**config.mk**
```make
export PLATFORM = sky130hd
export DESIGN_NAME = cpu_clock_sequencer_flat
export DESIGN_NICKNAME = d
export VERILOG_FILES = /design/src/rtl/cpu_clock_sequencer_if.sv /design/src/rtl/cpu_clock_sequencer.sv /design/src/flat_wrapper.sv
export SDC_FILE = /design/constraint.sdc
export NUM_CORES = 1
export LEC_CHECK = 0
export CORE_MARGIN = 3
export CORE_UTILIZATION = 50
export CTS_CLUSTER_DIAMETER = 150
export DETAILED_ROUTE_END_ITERATION = 12
export GPL_ROUTABILITY_DRIVEN = 0
export PLACE_DENSITY_LB_ADDON = 0.3
export SLEW_MARGIN = 5
export SYNTH_ARGS = -nofsm -noshare
export SYNTH_HDL_FRONTEND = slang
export SYNTH_SLANG_ARGS = --single-unit
```
**constraint.sdc**
```tcl
create_clock -name clk_50 -period 7.9 [get_ports clk_50]
set_clock_uncertainty 0.2 [all_clocks]
set_input_delay 1.58 -clock clk_50 [delete_from_list [all_inputs] [get_ports clk_50]]
set_output_delay 1.58 -clock clk_50 [all_outputs]
set_load 0.005 [all_outputs]
```
**src/rtl/cpu_clock_sequencer_if.sv**
```systemverilog
// Control/status bundle between the board logic and cpu_clock_sequencer.
// Optional CYCLE_COUNT_EN adds the cpu_cycles counter output.
interface cpu_clock_sequencer_if #(
    parameter int CNT_W = 27
);
    // No valid/ready handshake: every input is a level sampled on each clk_50
    // edge, and every output is a level that is valid on every cycle.
    logic [1:0]       mode;
    logic             push_manual_clock;
    logic             FLAG_input;
    logic             FPGA_input_confirm;
    logic             halt;
    logic             clock;
    logic             clock_status;
    logic             stalled;
    logic             busy;
    logic [CNT_W-1:0] burst_left;
    logic [1:0]       dbg_state;
`ifdef CYCLE_COUNT_EN
    logic [31:0]      cpu_cycles;

    modport master (
        output mode, push_manual_clock, FLAG_input, FPGA_input_confirm, halt,
        input  clock, clock_status, stalled, busy, burst_left, dbg_state, cpu_cycles
    );
    modport slave (
        input  mode, push_manual_clock, FLAG_input, FPGA_input_confirm, halt,
        output clock, clock_status, stalled, busy, burst_left, dbg_state, cpu_cycles
    );
`else
    modport master (
        output mode, push_manual_clock, FLAG_input, FPGA_input_confirm, halt,
        input  clock, clock_status, stalled, busy, burst_left, dbg_state
    );
    modport slave (
        input  mode, push_manual_clock, FLAG_input, FPGA_input_confirm, halt,
        output clock, clock_status, stalled, busy, burst_left, dbg_state
    );
`endif
endinterface

```
**src/rtl/cpu_clock_sequencer.sv**
```systemverilog
// CPU clock generator: run / single-step / burst / hold with debounced button and stall.
// Optional CYCLE_COUNT_EN adds a 32-bit count of CPU clock rising edges.
module cpu_clock_sequencer #(
    parameter int DIV_HALF        = 3000000,
    parameter int DEBOUNCE_CYCLES = 50000,
    parameter int BURST_LEN       = 16,
    parameter int CNT_W           = 27
) (
    input  logic              clk_50,
    input  logic              reset,
    cpu_clock_sequencer_if.slave bus
);
    // Bit 0 is set only in HIGH so the CPU clock comes straight off a flop.
    localparam logic [1:0] S_IDLE = 2'b00;
    localparam logic [1:0] S_HIGH = 2'b01;
    localparam logic [1:0] S_LOW  = 2'b10;

    localparam logic [CNT_W-1:0] DIV_LAST   = CNT_W'(DIV_HALF - 1);
    localparam logic [CNT_W-1:0] DEB_LAST   = CNT_W'(DEBOUNCE_CYCLES - 1);
    localparam logic [CNT_W-1:0] BURST_INIT = CNT_W'(BURST_LEN);

    logic             r_sync1;
    logic             r_sync_b;
    logic             r_stable;
    logic             r_prev_stable;
    logic [CNT_W-1:0] r_db_cnt;
    logic             w_press;
    logic             w_stall;

    logic [1:0]       r_state;
    logic [1:0]       w_next_state;
    logic [CNT_W-1:0] r_div;
    logic             w_div_last;
    logic [CNT_W-1:0] r_burst_left;
    logic [CNT_W-1:0] w_burst_next;
    logic [CNT_W-1:0] w_burst_dec;
    logic             r_stalled;
    logic             r_clock_status;

    always_ff @(posedge clk_50 or posedge reset) begin
        if (reset) begin
            r_sync1       <= 1'b1;
            r_sync_b      <= 1'b1;
            r_stable      <= 1'b1;
            r_prev_stable <= 1'b1;
            r_db_cnt      <= '0;
        end else begin
            r_sync1       <= bus.push_manual_clock;
            r_sync_b      <= r_sync1;
            r_prev_stable <= r_stable;
            if (r_sync_b != r_stable) begin
                if (r_db_cnt == DEB_LAST) begin
                    r_stable <= r_sync_b;
                    r_db_cnt <= '0;
                end else begin
                    r_db_cnt <= r_db_cnt + CNT_W'(1);
                end
            end else begin
                r_db_cnt <= '0;
            end
        end
    end

    assign w_press    = r_prev_stable & ~r_stable;
    assign w_stall    = bus.halt | (bus.FLAG_input & ~bus.FPGA_input_confirm);
    assign w_div_last = (r_div == DIV_LAST);

    always_ff @(posedge clk_50 or posedge reset) begin
        if (reset) begin
            r_state <= S_IDLE;
            r_div   <= '0;
        end else begin
            r_state <= w_next_state;
            if (w_next_state != r_state || r_state == S_IDLE) begin
                r_div <= '0;
            end else begin
                r_div <= r_div + CNT_W'(1);
            end
        end
    end

    // Mode and stall are only looked at when leaving IDLE or finishing LOW,
    // so a started period always runs to completion.
    always_comb begin
        w_next_state = r_state;
        w_burst_next = r_burst_left;
        w_burst_dec  = (r_burst_left != '0) ? r_burst_left - CNT_W'(1) : '0;
        case (r_state)
            S_IDLE: begin
                if (!w_stall) begin
                    if (bus.mode == 2'b00 || (bus.mode == 2'b01 && w_press)) begin
                        w_next_state = S_HIGH;
                    end else if (bus.mode == 2'b10 && w_press) begin
                        w_next_state = S_HIGH;
                        w_burst_next = BURST_INIT;
                    end
                end
            end
            S_HIGH: begin
                if (w_div_last) w_next_state = S_LOW;
            end
            S_LOW: begin
                if (w_div_last) begin
                    w_burst_next = (bus.mode == 2'b10) ? w_burst_dec : '0;
                    if (!w_stall && (bus.mode == 2'b00 ||
                                     (bus.mode == 2'b10 && w_burst_dec != '0))) begin
                        w_next_state = S_HIGH;
                    end else begin
                        w_next_state = S_IDLE;
                    end
                end
            end
            default: w_next_state = S_IDLE;
        endcase
    end

    always_ff @(posedge clk_50 or posedge reset) begin
        if (reset) begin
            r_burst_left   <= '0;
            r_stalled      <= 1'b0;
            r_clock_status <= 1'b0;
        end else begin
            r_burst_left   <= w_burst_next;
            r_stalled      <= w_stall;
            r_clock_status <= w_stall ? 1'b1 : r_state[0];
        end
    end

    always_comb begin
        bus.clock = r_state[0];
        bus.busy  = (r_state != S_IDLE) | (r_burst_left != '0);
    end

    assign bus.clock_status = r_clock_status;
    assign bus.stalled      = r_stalled;
    assign bus.burst_left   = r_burst_left;
    assign bus.dbg_state    = r_state;

`ifdef CYCLE_COUNT_EN
    logic [31:0] r_cpu_cycles;

    always_ff @(posedge clk_50 or posedge reset) begin
        if (reset) begin
            r_cpu_cycles <= '0;
        end else if (w_next_state == S_HIGH && r_state != S_HIGH) begin
            r_cpu_cycles <= r_cpu_cycles + 32'd1;
        end
    end

    assign bus.cpu_cycles = r_cpu_cycles;
`endif
endmodule

```
**src/flat_wrapper.sv**
```systemverilog
// flat-port wrapper written by rule: the top's interface ports become plain ports
module cpu_clock_sequencer_flat 
#(
    parameter int DIV_HALF        = 3000000,
    parameter int DEBOUNCE_CYCLES = 50000,
    parameter int BURST_LEN       = 16,
    parameter int CNT_W           = 27
)
  (clk_50, reset, bus_mode, bus_push_manual_clock, bus_FLAG_input, bus_FPGA_input_confirm, bus_halt, bus_clock, bus_clock_status, bus_stalled, bus_busy, bus_burst_left, bus_dbg_state);
  cpu_clock_sequencer_if #(.CNT_W(CNT_W)) bus_i ();
  input  logic clk_50;
  input  logic reset;
  input wire logic [$bits(bus_i.mode)-1:0] bus_mode;
  input wire logic [$bits(bus_i.push_manual_clock)-1:0] bus_push_manual_clock;
  input wire logic [$bits(bus_i.FLAG_input)-1:0] bus_FLAG_input;
  input wire logic [$bits(bus_i.FPGA_input_confirm)-1:0] bus_FPGA_input_confirm;
  input wire logic [$bits(bus_i.halt)-1:0] bus_halt;
  output wire logic [$bits(bus_i.clock)-1:0] bus_clock;
  output wire logic [$bits(bus_i.clock_status)-1:0] bus_clock_status;
  output wire logic [$bits(bus_i.stalled)-1:0] bus_stalled;
  output wire logic [$bits(bus_i.busy)-1:0] bus_busy;
  output wire logic [$bits(bus_i.burst_left)-1:0] bus_burst_left;
  output wire logic [$bits(bus_i.dbg_state)-1:0] bus_dbg_state;
  assign bus_i.mode = bus_mode;
  assign bus_i.push_manual_clock = bus_push_manual_clock;
  assign bus_i.FLAG_input = bus_FLAG_input;
  assign bus_i.FPGA_input_confirm = bus_FPGA_input_confirm;
  assign bus_i.halt = bus_halt;
  assign bus_clock = bus_i.clock;
  assign bus_clock_status = bus_i.clock_status;
  assign bus_stalled = bus_i.stalled;
  assign bus_busy = bus_i.busy;
  assign bus_burst_left = bus_i.burst_left;
  assign bus_dbg_state = bus_i.dbg_state;
  cpu_clock_sequencer #(.DIV_HALF(DIV_HALF), .DEBOUNCE_CYCLES(DEBOUNCE_CYCLES), .BURST_LEN(BURST_LEN), .CNT_W(CNT_W)) u_core (.clk_50(clk_50), .reset(reset), .bus(bus_i));
endmodule
```
Yosys cells after proc, flatten, opt, wreduce, memory -nomap -nowiden
Index checks and enable logic that the tools add are counted.

storage, ports and cells
  bits in registers = 89
  word-level logic and storage cells = 65

cells by class
  $add $sub $neg = 3
  eq/ne operators = 12
  mux-type cells = 18
  bitwise gates (word level) = 6
  reductions and logical operators = 16

operator list
  kind                                                   count
  2-to-1 mux 27 bit                                      9
  adder 27 x 1 -> 27 bit, second input constant          2
  case mux 27 bit (2 select lines)                       1
  nonzero test 27 bit                                    2
  equality test 27 x 16 -> 1 bit, second input constant  1
  equality test 27 x 22 -> 1 bit, second input constant  1
  subtractor 27 x 1 -> 27 bit, second input constant     1
  2-to-1 mux 2 bit                                       5
  inequality test 2 bit, second input constant           3
  case mux 2 bit (3 select lines)                        1
  AND reduction 5 bit                                    1
  equality test 2 x 1 -> 1 bit, second input constant    2
  equality test 2 bit, second input constant             2
  logical AND 1 bit                                      4
  logical NOT 2 bit                                      2
  nonzero test 2 bit                                     2
  logical OR 1 bit                                       3
  bitwise AND 1 bit                                      2
  2-to-1 mux 1 bit                                       2
  inequality test 2 x 1 -> 1 bit, second input constant  1
  inequality test 2 bit                                  1
  NOT 1 bit                                              2
  OR 1 bit                                               2
  AND reduction 2 bit                                    1
  other kinds (2)                                        2

Depth between registers and ports, before layout
Gate-level depths: netlist (run 1).

  depth in word-level cells = 12
  mapped depth = 10

Worst setup path after synthesis (run 1)
Ideal clock, no wire load.

  path kind = flip-flop to output port
  from = reg u_core.r_burst_left[12], in the netlist u_core.bus.burst_left[12]
  to = out bus_busy
  arrival = 1652 ps
  data required time = 6120 ps
  slack = 4468 ps
  cell stages (with the launch flop) = 5
  path buffers = 0
  path through = dfrtp_1 nor4_1 nand3_2 nor3_1 nand2_1

between the ends
  longest elaborated chain between the ends = 2

RTL lines
  what                    RTL line                    text
  start, declared         cpu_clock_sequencer.sv:34   logic [CNT_W-1:0] r_burst_left;
  start signal, assigned  cpu_clock_sequencer.sv:123  r_burst_left <= w_burst_next;
  nonzero test 27 bit     cpu_clock_sequencer.sv:131  bus.busy = (r_state != S_IDLE) | (r_burst_left != '0);
  OR 1 bit                cpu_clock_sequencer.sv:131
  end, declared           flat_wrapper.sv:21          output wire logic [$bits(bus_i.busy)-1:0] bus_busy;

No other way between the ends.

Final worst setup path (run 1)
Same ends and word-level chain as after synthesis.

==> impl_results.md, run 1 <==
* Status: completed
* Syn_area_per_cell at 8.96 um2
* Ratio of cells with drive above 1 in the final layout at 5.91%
* R2r setup slk at 4.54 ns
* Top cells by area, synth: dfrtp_1 (44%), nor2_1 (6.0%), xor2_1 (5.1%)
* VDD IR max at 0.105 mV
* Via/cell ratio at 5.81
* Post-synth ARST share at between 90% and 100%
* Antenna-violating nets left at 0
* 1st-iter DRT viols at 198
* Hold-fix buffers, CTS at 0
* Slew @ Worst Pin at 1.10 ns
* Yosys reg bits at 89
* Leading cell types by count after synthesis: dfrtp_1 (85), nor2_1 (77), nand2_1 (38), o21ai_0 (38), nand3_1 (31)
* Relative slew slack at 26.5%
* Initial core utilization at 51.9%
* Via count of the first global-routing pass at 4,040
* CP required at a little over 6 ns
* Clock-pin slew on the worst setup and hold paths at 0.09 ns
* Fill cells at 831
* Routed len/inst at approximately 15 um
* Post-CTS sizing at 0
* Largest net degree at the start of global routing at 90
* Final core utilization at 59.4%
* Max incr delay on CP at between 0.6 and 0.7 ns
* Nets@finish at 582
* Hold WC Path Type: reg2reg
* First-pass GRT wire length at 18.9 mm
* Final Setup Violations at 0
* Register area share after synthesis at 46.1%
* Crit path time final at 4.58 ns
* Inserted Diodes at 0
* Max-cap violations at 0
* Syn Inst Count at 540
* Post-synth EDFFs at 0
* Dominant synthesized flop cell: dfrtp_1
* Cell Chain, Critical Path: nor4_1 -> nand3_2 -> nor3_1 -> nand2_1 -> clkdlybuf4s50_1
* CTS tree: built
* Dpl ws at 3.72 ns
* Power Dens Cells at about 150 mW/mm2
* Total number of vias at 4,090
* WL final at between 10 and 15 mm
* Crit path DAT at 2.80 ns
* Max frequency at 218 MHz
* Pwr Total at 0.852 mW
* Initial antenna violation count at 0
* CP Buf/Inv Count at 1
* H-tree depth at 3
* Top-area cell type share of the netlist area at 44.0%
* Die W at ~100 um
* Netlist cell types at 58
* Dpl hpwl at around 7.5 mm
* Total track usage at between 20% and 30%
* Final Max Slew Viols at 0
* Most frequent cell after synthesis: dfrtp_1
* Final WS setup at 3.32 ns
* Critical path endpoint category: output pin
* Synthesized area at 0.00484 mm2
* Hold slack at 0.159 ns
* Area grow syn2layout at 14.4%
* FP Rows at 35
* Fin area at 0.00554 mm2
* Lkg Pwr at 2.37 nW
* Clock latency on the worst-skew pair at roughly 0.36 ns
* TritonCTS Sinks at 89
* Final Hold Vio Count at 0
* Total CTS buffers at 9
* Placed insts at 688
* Clk buf depth at 2
* IO Count at about 40
* Die area at 0.0109 mm2
* Global route overflow at 0
* First drt pass iteration count at 5
* Residual DRC count at 0
* I/O Buffers at 40
* DP Area at roughly 0.0053 mm2
* RSZ-0062 raised after global routing: false
* Max FO, Critical Path at 10
* Worst setup SP type: register
* Setup tns final at 0 ns
* Post-CTS Setup Bufs at 0
* Crit path kind: reg2out
* Crit-path slowest cell: nor4_1
* Final period utilization at 58.0%
* CORE AREA at 0.00933 mm2
* Die Ht at 104 um
* Post-route insts no fill at 704
* Synthesized Nets at 552
* Most area-hungry cell type in the Yosys netlist: dfrtp_1
* Largest delay share family, worst path: simple AND/OR/NAND/NOR gates
* Ys Warns at 0
* Root Driver: clkbuf_8
-- cell families after synthesis --
family / count (synthesis) / share of synthesized area, %
AOI/OAI and AO/OA: 83 / 10.4
xor gates and xnor gates: 49 / 8.87
adders and majority gates: 5 / 1.24
buffers and inverters: 39 / 3.54
DFF: 89 / 46.1
muxes: 4 / 0.879
and+or+nand+nor: 271 / 28.9
-- sequential cells by signal, indices dropped and copies added, names as in the netlist --
signal and flops:
u_core.r_stable 1, u_core.r_prev_stable 1, u_core.bus.stalled 1, u_core.r_div 27
u_core.bus.clock_status 1, u_core.bus.dbg_state 2, u_core.r_db_cnt 27, u_core.r_sync_b 1
u_core.bus.burst_left 27, u_core.r_sync1 1
-- cells in the final DEF, fill, tap and decap left out, drive strengths merged, types with 3 or more instances in the layout --
cell type,n
a211oi,5
a21o,4
a21oi,11
and3,8
and4,3
bufinv,3
clkbuf,11
clkdlybuf4s50,40
clkinv,3
dfrtp,85
dfstp,4
ha,4
inv,16
nand2,38
nand2b,5
nand3,32
nand3b,3
nand4,18
nor2,78
nor2b,3
nor3,30
nor4,13
nor4b,7
o21ai,44
o21bai,3
o31ai,6
or2,4
or3,15
or4,7
xnor2,21
xor2,28
-- cell type report --
class                      instances  area (um2)  area share (%)
multi-input combinational        412        2430            44.0
tap                              129         161            2.92
timing repair buffer              41         408            7.37
clock buffer                      11         131            2.37
inverter                          17        65.1            1.18
sequential                        89        2230            40.3
clock inverter                     5         104            1.88
-- worst paths after layout --
path                                                start                        end  cells after the start
worst min register to register             u_core.r_sync1            u_core.r_sync_b                      0
worst max-delay path            u_core.bus.burst_left[12]                   bus_busy                      5
worst max register to register           u_core.r_div[12]  u_core.bus.burst_left[19]                      6
min in group asynchronous                           reset           u_core.r_div[16]                      3
worst min-delay path                       u_core.r_sync1            u_core.r_sync_b                      0
max in group asynchronous                           reset           u_core.r_div[19]                      3
-- power breakdown --
part / internal (mW) / total (mW) / switching [mW]
registers: 0.458 / 0.459 / 0.00152
clock network: 0.211 / 0.373 / 0.163
logic: 0.00620 / 0.0197 / 0.0135
total: 0.675 / 0.852 / 0.178
-- per-layer routing --
layer  global-route usage [%]  vias to the layer above  part of all wire, %
li1                         -                     1975                    -
met1                     27.1                     1990                   45
met2                     34.4                      106                   49
met3                     3.29                       19                  4.5
met4                     7.41                        0                  2.0
met5                        0                        -                    0
No activity file was read; power rests on OpenSTA's default activity.
==> run 2, diff against run 1 <==
- clock period: 7.9 -> 4.1 ns (I/O delays scaled with it)
==> run 2 against run 1 <==
Register-to-register slack worse by 3.6 ns. Critical endpoint unchanged. Largest power group unchanged. Sequential cell count unchanged. Cell area is 0.11% higher. Highest routed layer unchanged.
==> impl_results.md, run 2 (synthesis results as in run 1) <==
* Status: completed
* Clock latency on the worst-skew pair at 0.36 ns (about the same)
* Total number of vias at 4,154 (+1.6%)
* FP Rows at 35 (unchanged)
* CTS tree: built
* Clk buf depth at 2 (unchanged)
* R2r setup slk at 0.95 ns (-3.59 ns)
* Cell Chain, Critical Path: nor4_1 -> nand3_1 -> nor3_1 -> nand2_1 -> clkdlybuf4s50_1
* Worst hold path cell count at 0 (unchanged)
* CP Buf/Inv Count at 1 (unchanged)
* Setup tns final at 0 ns (unchanged)
* RSZ-0062 raised after global routing: false
* Final Hold Vio Count at 0 (unchanged)
* Clock power share at 40.5% (-3.3 points)
* Dpl hpwl at 7.65 mm (+1.4%)
* Relative slew slack at 37.6% (+11 points)
* Worst hold endpoint: u_core.r_sync_b
* Commonest non-fill, non-tap cell in the layout: dfrtp_1
* Final Max Slew Viols at 0 (unchanged)
* Max incr delay on CP at 0.64 ns (-0.02 ns)
* Largest delay share family, worst path: simple AND/OR/NAND/NOR gates
* Initial antenna violation count at 0 (unchanged)
* Max-cap violations at 0 (unchanged)
* Die area at 0.0109 mm2 (unchanged)
* Max FO, Critical Path at 9 (-1)
* Internal Power at 1.20 mW (+77%)
* Root Driver: clkbuf_8
* Global route overflow at 0 (unchanged)
* Total track usage at 20.9% (+0.30 points)
* Sequential power share at 57.0% (+3.1 points)
* Crit-path slowest cell: nor4_1
* Placed insts at 693 (+0.73%)
* Ratio of cells with drive above 1 in the final layout at 7.07% (+1.2 points)
* Lkg Pwr at 2.38 nW (+0.50%)
* Inserted Diodes at 0 (unchanged)
* Max frequency at 271 MHz
* Die W at 104 um (unchanged)
* First-pass GRT wire length at 19.0 mm (+0.84%)
* H-tree depth at 3 (unchanged)
* IO Count at 41 (unchanged)
* Residual DRC count at 0 (unchanged)
* First drt pass iteration count at 4 (-1)
* Die Ht at 104 um (unchanged)
* Largest net degree at the start of global routing at 49 (-46%)
* CP required at 3.08 ns (-3.04 ns)
* Worst r2r src: u_core.r_div[12]
* Area grow syn2layout at 14.6%
* Reg-to-reg endpoint: u_core.bus.burst_left[19]
* Worst setup SP type: register
* Crit path kind: reg2out
* Routed len/inst at 15.5 um (+0.67%)
* Total CTS buffers at 9 (unchanged)
* Post-CTS Setup Bufs at 0 (unchanged)
* Hold WC Path Type: reg2reg
* Initial core utilization at 51.9% (unchanged)
* Final core utilization at 59.4% (+0.067 points)
* Via/cell ratio at 5.86 (+0.85%)
* Nets@finish at 587 (+0.86%)
* Via count of the first global-routing pass at 3,972 (-1.7%)
* Post-CTS sizing at 0 (unchanged)
* Critical path endpoint category: output pin
* Antenna-violating nets left at 0 (unchanged)
* Crit path DAT at 2.67 ns (-0.13 ns)
* P_sw at 0.357 mW (+100%)
* Fin area at 0.00554 mm2 (+0.11%)
* Net Sw Frac at 23.0% (+2.1 points)
* Final period utilization at 90.0%
* Clock-pin slew on the worst setup and hold paths at 0.09 ns (about the same)
* Final Setup Violations at 0 (unchanged)
* TritonCTS Sinks at 89 (unchanged)
* Comb pwr share at 2.5% (+0.2 points)
* VDD IR max at 0.173 mV (+65%)
* Hold path startpoint: u_core.r_sync1
* WL final at 11.0 mm (+1.4%)
* I/O Buffers at 40 (unchanged)
* R2R cell count at 7 (+1)
* CORE AREA at 0.00933 mm2 (unchanged)
* Hold-fix buffers, CTS at 0 (unchanged)
* Crit path time final at 3.69 ns
* Power Dens Cells at 280 mW/mm2 (+82%)
* Fill cells at 821 (-1.2%)
* Commonest cells after routing, fill and taps aside: dfrtp_1 (85), nor2_1 (77), clkdlybuf4s50_1 (40)
* DP Area at 0.00534 mm2 (+0.71%)
* 1st-iter DRT viols at 193 (-2.5%)
* Slew @ Worst Pin at 0.936 ns (-0.166 ns)
* Post-route insts no fill at 709 (+0.71%)
## run 2: how the worst max path moves through the flow
stage | start | slack (ns) | end | cells after the start
after global routing | u_core.bus.burst_left[16] | 0.21 | bus_busy | 5
final | u_core.bus.burst_left[16] | 0.41 | bus_busy | 5
after floorplan | reset | 0.78 | u_core.bus.burst_left[0] | 1
after CTS | u_core.bus.burst_left[16] | 0.40 | bus_busy | 5
after global placement | u_core.bus.burst_left[16] | 0.87 | bus_busy | 5
after detailed placement | u_core.bus.burst_left[16] | 0.79 | bus_busy | 5
## run 2: routing by layer
layer	up-vias	track usage, %	wire, um
li1	1984	-	-
met1	2009	28.4	4920
met2	134	32.6	5150
met3	27	3.66	586
met4	0	9.59	321
met5	-	0	0
## run 2: through the flow
step                setup WS, ns  power, mW  hold WS (ns)
global placement           0.869      0.941         0.147
floorplan                  0.780      0.925         0.145
CTS                        0.397       1.57         0.160
detailed placement         0.790      0.943         0.147
finish                     0.411       1.55         0.159
global route               0.207       1.61         0.162
## run 2: layout make-up
class / count / area [um2] / area share (%)
Clock buffer: 10 / 138 / 2.48
Clock inverter: 6 / 66.3 / 1.20
Inverter: 17 / 65.1 / 1.17
Multi-Input combinational cell: 412 / 2430 / 43.9
Sequential cell: 89 / 2230 / 40.3
Tap cell: 129 / 161 / 2.91
Timing Repair Buffer: 46 / 445 / 8.04
## run 2: power groups by stage
stage	Combinational [mW]	Clock [mW]	Sequential (mW)
6_report	0.0391	0.628	0.885
5_1_grt	0.0447	0.680	0.886
4_1_cts	0.0410	0.643	0.885
3_5_place_dp	0.0405	0	0.902
3_3_place_gp	0.0395	0	0.902
2_1_floorplan	0.0231	0	0.902
==> run 3, diff against run 2 <==
- CAP_MARGIN: unset -> 0
- SKIP_LAST_GASP: unset -> 1
==> results of run 3 <==
No change in the layout: final DEF, timing and power equal those of run 2.
